## src/rtl/exibe_sequencia_pkg.sv

```systemverilog
// Shared state codes and helpers for the LED sequence presenter.
// The state codes double as the hexa7seg debug values.
package exibe_sequencia_pkg;

  localparam logic [3:0] EST_INICIAL = 4'h0;
  localparam logic [3:0] EST_PREPARA = 4'h1;
  localparam logic [3:0] EST_ACENDE  = 4'h2;
  localparam logic [3:0] EST_APAGA   = 4'h3;
  localparam logic [3:0] EST_PROXIMO = 4'h4;
  localparam logic [3:0] EST_FIM     = 4'hF;

  localparam logic [3:0] LED_APAGADO = 4'b0000;

  typedef enum logic [3:0] {
    INICIAL = EST_INICIAL,
    PREPARA = EST_PREPARA,
    ACENDE  = EST_ACENDE,
    APAGA   = EST_APAGA,
    PROXIMO = EST_PROXIMO,
    FIM     = EST_FIM
  } estado_t;

  function automatic int maximo(input int a, input int b);
    return (a > b) ? a : b;
  endfunction

endpackage

```

## src/rtl/exibe_sequencia_contador_m.sv

```systemverilog
// Modulo-M up counter with synchronous clear; used as the on/off phase timer.
module contador_m #(
  parameter int M = 1000,
  parameter int W = 10
) (
  input  logic         clock,
  input  logic         reset,
  input  logic         zera,
  input  logic         conta,
  output logic [W-1:0] q,
  output logic         fim
);

  logic [W-1:0] r_q;

  always_ff @(posedge clock or posedge reset) begin
    if (reset) begin
      r_q <= '0;
    end else if (zera) begin
      r_q <= '0;
    end else if (conta) begin
      r_q <= (r_q == W'(M - 1)) ? '0 : r_q + 1'b1;
    end
  end

  assign q   = r_q;
  assign fim = (r_q == W'(M - 1));

endmodule

```

## src/rtl/exibe_sequencia.sv

```systemverilog
// Presents the stored sequence on the leds, item 0..limite, each lit T_ON cycles
// followed by a T_OFF dark gap, then pulses pronto for one cycle.
module exibe_sequencia
  import exibe_sequencia_pkg::*;
#(
  parameter int T_ON  = 1000,
  parameter int T_OFF = 500
) (
  input  logic       clock,
  input  logic       reset,
  input  logic       iniciar,
  input  logic       parar,
  input  logic [3:0] limite,
  input  logic [3:0] mem_dado,
  output logic [3:0] mem_endereco,
  output logic [3:0] leds,
  output logic       exibindo,
  output logic       pronto,
  output logic [3:0] db_estado
);

  localparam int M = maximo(T_ON, T_OFF);
  localparam int W = $clog2(M);
  localparam logic [W-1:0] C_FIM_ON  = W'(T_ON - 1);
  localparam logic [W-1:0] C_FIM_OFF = W'(T_OFF - 1);

  estado_t    r_estado;
  estado_t    w_proximo;
  logic [3:0] r_endereco;
  logic [3:0] r_limite;
  logic [3:0] r_leds;

  logic         w_zera;
  logic         w_conta;
  logic         w_carrega;
  logic         w_captura;
  logic         w_incrementa;
  logic [W-1:0] w_contagem;
  logic         w_fim_contador;
  logic         w_fim_on;
  logic         w_fim_off;

  contador_m #(.M(M), .W(W)) u_temporizador (
    .clock (clock),
    .reset (reset),
    .zera  (w_zera),
    .conta (w_conta),
    .q     (w_contagem),
    .fim   (w_fim_contador)
  );

  // The longer phase ends exactly when the counter reaches its modulus.
  assign w_fim_on  = (T_ON  == M) ? w_fim_contador : (w_contagem == C_FIM_ON);
  assign w_fim_off = (T_OFF == M) ? w_fim_contador : (w_contagem == C_FIM_OFF);

  always_ff @(posedge clock or posedge reset) begin
    if (reset) begin
      r_estado <= INICIAL;
    end else begin
      r_estado <= w_proximo;
    end
  end

  always_comb begin
    w_proximo    = r_estado;
    w_zera       = 1'b0;
    w_conta      = 1'b0;
    w_carrega    = 1'b0;
    w_captura    = 1'b0;
    w_incrementa = 1'b0;
    if (parar) begin
      w_proximo = INICIAL;
      w_zera    = 1'b1;
    end else begin
      case (r_estado)
        INICIAL: begin
          if (iniciar) begin
            w_proximo = PREPARA;
            w_carrega = 1'b1;
            w_zera    = 1'b1;
          end
        end
        PREPARA: begin
          w_captura = 1'b1;
          w_proximo = ACENDE;
        end
        ACENDE: begin
          if (w_fim_on) begin
            w_zera    = 1'b1;
            w_proximo = APAGA;
          end else begin
            w_conta = 1'b1;
          end
        end
        APAGA: begin
          if (w_fim_off) begin
            w_zera = 1'b1;
            if (r_endereco == r_limite) begin
              w_proximo = FIM;
            end else begin
              w_incrementa = 1'b1;
              w_proximo    = PROXIMO;
            end
          end else begin
            w_conta = 1'b1;
          end
        end
        PROXIMO: begin
          w_captura = 1'b1;
          w_proximo = ACENDE;
        end
        FIM:     w_proximo = INICIAL;
        default: w_proximo = INICIAL;
      endcase
    end
  end

  // Length and address are frozen at start so later limite changes are ignored.
  always_ff @(posedge clock or posedge reset) begin
    if (reset) begin
      r_endereco <= 4'd0;
      r_limite   <= 4'd0;
      r_leds     <= LED_APAGADO;
    end else begin
      if (w_carrega) begin
        r_endereco <= 4'd0;
        r_limite   <= limite;
      end else if (w_incrementa) begin
        r_endereco <= r_endereco + 4'd1;
      end
      if (w_captura) begin
        r_leds <= mem_dado;
      end
    end
  end

  assign mem_endereco = r_endereco;
  assign leds         = (r_estado == ACENDE) ? r_leds : LED_APAGADO;
  assign exibindo     = (r_estado != INICIAL) && (r_estado != FIM);
  assign pronto       = (r_estado == FIM);
  assign db_estado    = r_estado;

endmodule

```

## config.mk

```make
export PLATFORM = sky130hd
export DESIGN_NAME = exibe_sequencia
export DESIGN_NICKNAME = d
export VERILOG_FILES = /design/src/rtl/exibe_sequencia_pkg.sv /design/src/rtl/exibe_sequencia_contador_m.sv /design/src/rtl/exibe_sequencia.sv
export SDC_FILE = /design/constraint.sdc
export NUM_CORES = 1
export LEC_CHECK = 0
export ABC_AREA = 1
export CORE_MARGIN = 4
export CORE_UTILIZATION = 53
export DETAILED_ROUTE_END_ITERATION = 10
export PLACE_DENSITY = 0.89
export SYNTH_ARGS = -nofsm -noshare
export SYNTH_HDL_FRONTEND = slang
export SYNTH_HIERARCHICAL = 1
export SYNTH_SLANG_ARGS = --single-unit
```

## constraint.sdc

```tcl
create_clock -name clock -period 2.3 [get_ports clock]
set_input_delay 0.23 -clock clock [delete_from_list [all_inputs] [get_ports clock]]
set_output_delay 0.23 -clock clock [all_outputs]
set_load 0.02 [all_outputs]
```

==> results.md, run 1 <==
- Initial antenna violation count: 0
- Fin crit share: 93.54%
- Nets: between 200 and 300
- CP Max Fanout: 6
- Post-CTS Setup Repair Bufs: 0
- Register share of total power: 40.6%
- Wirelength, routed: 3212 um
- Clock latency on the worst-skew pair: between 0.3 and 0.4 ns
- Die Area: around 0.0040 mm2
- Setup CP Type: reg2out
- Slack of the critical path: between 0.1 and 0.15 ns
- Unrepaired setup endpoints after global routing: false
- Critical Path AT: 1.92 ns
- Reg2reg path depth: 12
- H-tree Lvls: 1
- Run status: completed
- Hold-fix buffer count after cts: 0
- Worst Setup Start Kind: register
- Int Pwr: roughly 0.95 mW
- Final RePlAce weighted congestion: between 0.8 and 0.9
- Tot Pwr: roughly 1.5 mW
- Fin util: slightly below 70%
- Reg2Reg Setup Slack: about 0.28 ns
- Std-Cell Core Area: approximately 0.0028 mm2
- FP Rows: 19
- Sw Ratio: 36.25%
- Most common cell after layout, fill and taps aside: nand2_1
- Setup TNS Final: 0 ns
- Filler cell count: 250
- Wire length per cell: 10.96 um
- Leakage: around 1 nW
- Most frequent cells in the layout: 64 x nand2_1, 41 x inv_1, 33 x nor2_1
- N_diodes: 0
- Post-synthesis register bit count: 26
- Vias: approximately 1500
- Worst setup EP type: output port
- Sequential share of the synthesized area: ~40%
- Cells along the critical path: nand2_2, nor3_1, or2_2, inv_1, clkdlybuf4s50_1
- Post-route ant nets: 0
- Yosys warns: 6
- Worst hold-check path type: in2async
- RR Endpoint: u_temporizador/q[6]$_DFFE_PP0P_
- Max-Slew Margin vs Limit: between 50 and 60%
- Hold_ws: 0.1890 ns
- HPWL Detailed: between 2000 and 3000 um
- Post-Synthesis Cells: ~230
- CTS resizes: 0
- Detailed Routing Iterations Pass 1: 4
- First-pass GRT wire length: approximately 5700 um
- Worst Path Buf+Inv: 2
- Drc violations: 0
- Synthesis-to-finish area growth: 20.46%
- CTS Root Cell: clkbuf_4
- Tmin final: roughly 2.2 ns
- CTS tree: done
- CP delay by family, top: buffers and inverters
- Layout cell share with drive strength beyond 1: approximately a tenth
- Dpl cells: 289
- DP Area: between 0.0015 and 0.002 mm2
- Total track usage: around 18%
- Slowest stage delay, CP: slightly below 0.6 ns
- Fin area: 0.001944 mm2
- Area of the mapped netlist: 0.001614 mm2
- Syn nets: about 250
- Slowest CP cell: clkdlybuf4s50_1
- Number of stages on the worst setup path: 5
- Die width: 63.19 um
- Die Ht: roughly 63 um
- Hold Fails Final Rpt: 0
- Logic pwr share: 38.6%
- Worst Max-Slew Pin Slew: 0.6174 ns
- # setup viols final: 0
- Clk sinks: 26
- NetSw: between 0.5 and 0.6 mW
- Power share of the clock group: 20.8%
- PortBufs: 25
- Fmax: 0.4648 GHz
- Final Max Slew Viols: 0
- Max-cap viol count: 0
- Worst R2R Start: u_temporizador/q[0]$_DFFE_PP0P_
- Largest net degree at the start of global routing: 17
- Final clock skew: around 0.010 ns
- Pre-CTS setup slack: 0.2749 ns
- Post-synth cell types: 25
- Pwr dens: between 700 and 800 mW/mm2
- TritonCTS Buffers: 3
- Via count of the first global-routing pass: between 1000 and 1500
- Clock-pin slew on the worst setup and hold paths: 0.14 ns
- Synth Area per Inst: between 6 and 7 um2
- VDD IR-drop max: around 0.55 mV
- Bufs on Longest Clock Path: 2
- Io pins: 26
- Critical path data required time: between 2 and 2.5 ns
- Initial drt markers: between 50 and 60
- DR vias/cell: roughly 5.1
- Final cell count without fillers: 293
- Initial Utilization: 57.05%
- Total grt overflow: 0
## how the worst max path moves through the flow
stage / from / to / slack [ns]
2_1_floorplan: u_temporizador/q[0]$_DFFE_PP0P_ / u_temporizador/q[6]$_DFFE_PP0P_ / 0.51
3_3_place_gp: parar / u_temporizador/q[6]$_DFFE_PP0P_ / 0.35
3_5_place_dp: parar / u_temporizador/q[6]$_DFFE_PP0P_ / 0.27
4_1_cts: db_estado[1]$_DFFE_PP0P_ / exibindo / 0.12
5_1_grt: db_estado[2]$_DFFE_PP0P_ / leds[2] / 0.01
6_report: db_estado[1]$_DFFE_PP0P_ / exibindo / 0.15
## cells in the mapped netlist
master / count / area share [%]
clkinv_1: 1 / 0.23
o21ai_0: 7 / 2.2
o211ai_1: 1 / 0.47
or2_2: 1 / 0.39
inv_1: 41 / 9.5
nand2_1: 64 / 15
ha_1: 2 / 1.6
nor2_4: 3 / 2.1
o21bai_1: 1 / 0.47
nand2_4: 1 / 0.70
nor2_2: 2 / 0.78
a21oi_1: 6 / 1.9
nor3_1: 3 / 0.93
nor3b_1: 1 / 0.47
dfrtp_1: 26 / 40
o21ai_1: 1 / 0.31
buf_6: 1 / 0.70
inv_2: 6 / 1.4
nand4_1: 8 / 3.1
nand3_2: 2 / 1.2
nor3_2: 2 / 1.2
nand3_1: 14 / 4.3
xor2_1: 3 / 1.6
nor2_1: 33 / 7.7
nand2_2: 4 / 1.6
## cell type report
cell class | instances | area [um2] | area share (%)
multi-input cells | 159 | 772.0 | 39.70
flip-flops and latches | 26 | 650.6 | 33.46
well taps | 31 | 38.79 | 1.995
inverters | 48 | 180.2 | 9.266
clock inverters | 1 | 30.03 | 1.544
repair buffers | 25 | 250.2 | 12.87
clock buffers | 3 | 22.52 | 1.158
## registers in the layout (all words and copies together) (netlist names)
signal	cells
u_temporizador/q	10
db_estado	4
mem_endereco	4
r_leds	4
r_limite	4
## cells by family after synthesis
kind of cell,after synthesis,share of synthesized area (%)
simple gates,138,39.38
buf+inv,49,11.86
flops,26,40.31
compound gates,16,5.271
xor+xnor,3,1.628
fa+ha+maj,2,1.550
## metal layers
metal,global-route usage [%],part of all wire [%],up-vias
met2,29.51,48,28
met5,0,0,-
met4,9.973,2.1,0
li1,-,-,775
met1,21.46,47,685
met3,2.487,3.6,5
## power by group through the flow
stage	registers [mW]	clock network (mW)	logic (mW)
global placement	0.605	0	0.561
finish	0.602	0.308	0.573
detailed placement	0.611	0	0.574
CTS	0.602	0.318	0.576
global route	0.613	0.335	0.659
floorplan	0.619	0	0.390
(Power assumes the default switching activity.)
==> run 2: changes to the inputs <==
- CTS_CLUSTER_DIAMETER: default -> 40
==> results of run 2 <==
The final DEF is identical to that of run 1; final timing and power are the same.
==> run 3: changes to the inputs <==
- CELL_PAD_IN_SITES_DETAIL_PLACEMENT: default -> 1
- CELL_PAD_IN_SITES_GLOBAL_PLACEMENT: default -> 1
- CORE_UTILIZATION: 53 -> 38
- PLACE_DENSITY: 0.89 -> 0.9
- TNS_END_PERCENT: default -> 100
==> run 3 against run 2 <==
  * Global-route usage decreased by 0.82 points
  * Highest routed layer unchanged
  * Largest cell class unchanged
  * Largest power group unchanged
  * Critical path type unchanged
  * Die area grew 34%
  * Critical endpoint unchanged
  * Sequential power rose by 1%
  * Final cell count up 6.5%
==> results.md, run 3 (same netlist as run 1, synthesis figures left out) <==
- Final Max Slew Viols: 0 (unchanged)
- Worst Setup Start Kind: register
- Pwr dens: 761.1 mW/mm2 (-0.18%)
- Hold-fix buffer count after cts: 0 (unchanged)
- Nets: 277 (unchanged)
- First-pass GRT wire length: 7031 um (+23%)
- Vias: 1513 (+1.3%)
- TritonCTS Buffers: 3 (unchanged)
- Die Area: 0.005354 mm2 (+34%)
- Setup TNS Final: 0 ns (unchanged)
- VDD IR-drop max: 0.2119 mV (-62%)
- Die width: 73.17 um (+16%)
- Via count of the first global-routing pass: 1539 (+7.7%)
- Wirelength, routed: 3985 um (+24%)
- Reg2Reg Setup Slack: 0.24 ns (-0.04 ns)
- Post-route ant nets: 0 (unchanged)
- HPWL Detailed: 3124 um (+23%)
- Worst setup EP type: output port
- Fin util: 48.66% (-20 points)
- Die Ht: 73.17 um (+16%)
- CP Max Fanout: 6 (unchanged)
- Tmin final: 2.104 ns (-0.04752 ns)
- Initial antenna violation count: 0 (unchanged)
- Final clock skew: 0.004601 ns (-0.005724 ns)
- Unrepaired setup endpoints after global routing: false
- Largest net degree at the start of global routing: 17 (unchanged)
- Final RePlAce weighted congestion: 0.8130 (-8.2%)
- Most common cell after layout, fill and taps aside: nand2_1
- Total track usage: 16.71% (-0.82 points)
- Std-Cell Core Area: 0.004058 mm2 (+43%)
- # setup viols final: 0 (unchanged)
- Run status: completed
- Leakage: 0.9865 nW (about the same)
- Most frequent cells in the layout: 63 x nand2_1, 41 x inv_1, 33 x nor2_1
- Clk sinks: 26 (unchanged)
- Fin area: 0.001974 mm2 (+1.5%)
- Fin crit share: 91.48% (-2.1 points)
- Total grt overflow: 0 (unchanged)
- Hold Fails Final Rpt: 0 (unchanged)
- Initial Utilization: 39.78% (-17 points)
- Max-Slew Margin vs Limit: 56.56% (-2.2 points)
- Drc violations: 0 (unchanged)
- H-tree Lvls: 1 (unchanged)
- Max-cap viol count: 0 (unchanged)
- DR vias/cell: 4.849 (-4.8%)
- Bufs on Longest Clock Path: 2 (unchanged)
- CTS Root Cell: clkbuf_8
- FP Rows: 23 (+4)
- Critical path data required time: 2.07 ns (about the same)
- Detailed Routing Iterations Pass 1: 4 (unchanged)
- N_diodes: 0 (unchanged)
- Synthesis-to-finish area growth: 22.33%
- Reg2reg path depth: 12 (unchanged)
- Wire length per cell: 12.77 um (+17%)
- Max reg flops: 10 (unchanged)
- Io pins: 26 (unchanged)
- Fmax: 0.4753 GHz (+2.3%)
- Layout cell share with drive strength beyond 1: 10.31% (+0.76 points)
- Post-CTS Setup Repair Bufs: 0 (unchanged)
- Worst hold-check path type: in2async
- DP Area: 0.001916 mm2 (+1.3%)
- Worst R2R Start: u_temporizador/q[0]$_DFFE_PP0P_
- CTS tree: done
- Worst Max-Slew Pin Slew: 0.6509 ns (+0.03341 ns)
- RR Endpoint: u_temporizador/q[6]$_DFFE_PP0P_
- Initial drt markers: 54 (-6.9%)
- Clock-pin slew on the worst setup and hold paths: 0.09 ns (-0.05 ns)
- Critical Path AT: 1.87 ns (-0.05 ns)
- Clock latency on the worst-skew pair: 0.27 ns (-0.05 ns)
- PortBufs: 25 (unchanged)
- Setup CP Type: reg2out
## run 3: final cells by class
cell class / instances / area (um2)
clock buffer: 4 / 55.05
fill: 527 / 2083
inverter: 48 / 180.2
multi-input combinational: 159 / 774.5
sequential: 26 / 651.9
tap: 50 / 62.56
timing repair buffer: 25 / 250.2
## run 3: how the worst max path moves through the flow
| stage | from | slack, ns | depth (start not counted) | to |
|---|---|---|---|---|
| floorplan | u_temporizador/q[0]$_DFFE_PP0P_ | 0.51 | 12 | u_temporizador/q[6]$_DFFE_PP0P_ |
| global placement | parar | 0.29 | 11 | u_temporizador/q[6]$_DFFE_PP0P_ |
| detailed placement | parar | 0.22 | 11 | u_temporizador/q[6]$_DFFE_PP0P_ |
| CTS | db_estado[1]$_DFFE_PP0P_ | 0.18 | 5 | exibindo |
| global route | u_temporizador/q[1]$_DFFE_PP0P_ | 0.03 | 13 | u_temporizador/q[6]$_DFFE_PP0P_ |
| finish | db_estado[1]$_DFFE_PP0P_ | 0.20 | 5 | exibindo |
## run 3: timing repair
item | in CTS | in global routing
hold endpoints to repair | 0 | 0
endpoints found under the setup margin | 0 | 2
resized for setup | 0 | 2
## run 3: critical path, stage by stage, from the launching register on
cell and delay, ns:
dfrtp_1 0.48, nand2_2 0.14, nor3_1 0.06, or2_2 0.29, inv_1 0.05, clkdlybuf4s50_1 0.59
## run 3: stage by stage
stage	power (mW)	hold slack (ns)	setup WS, ns	std cells
after CTS	1.520	0.2758	0.1806	312
after detailed placement	1.210	0.5333	0.2250	308
final	1.503	0.2610	0.1960	312
after floorplan	1.008	0.07018	0.5056	234
after global routing	1.624	0.3326	0.02655	312
after global placement	1.179	0.5157	0.2904	308
## run 3: metal layers
metal	global-route usage [%]	part of all wire [%]	wire (um)
met2	28.80	50	1987
met1	22.27	47	1865
met5	0	0	0
met4	4.303	0.75	30
met3	1.653	2.6	102
## run 3: report_power, final
part	internal, mW	leakage [nW]	switching, mW
combinational	0.226	0.618	0.366
sequential	0.544	0.340	0.0657
clock	0.153	0.0288	0.148
total	0.923	0.986	0.579
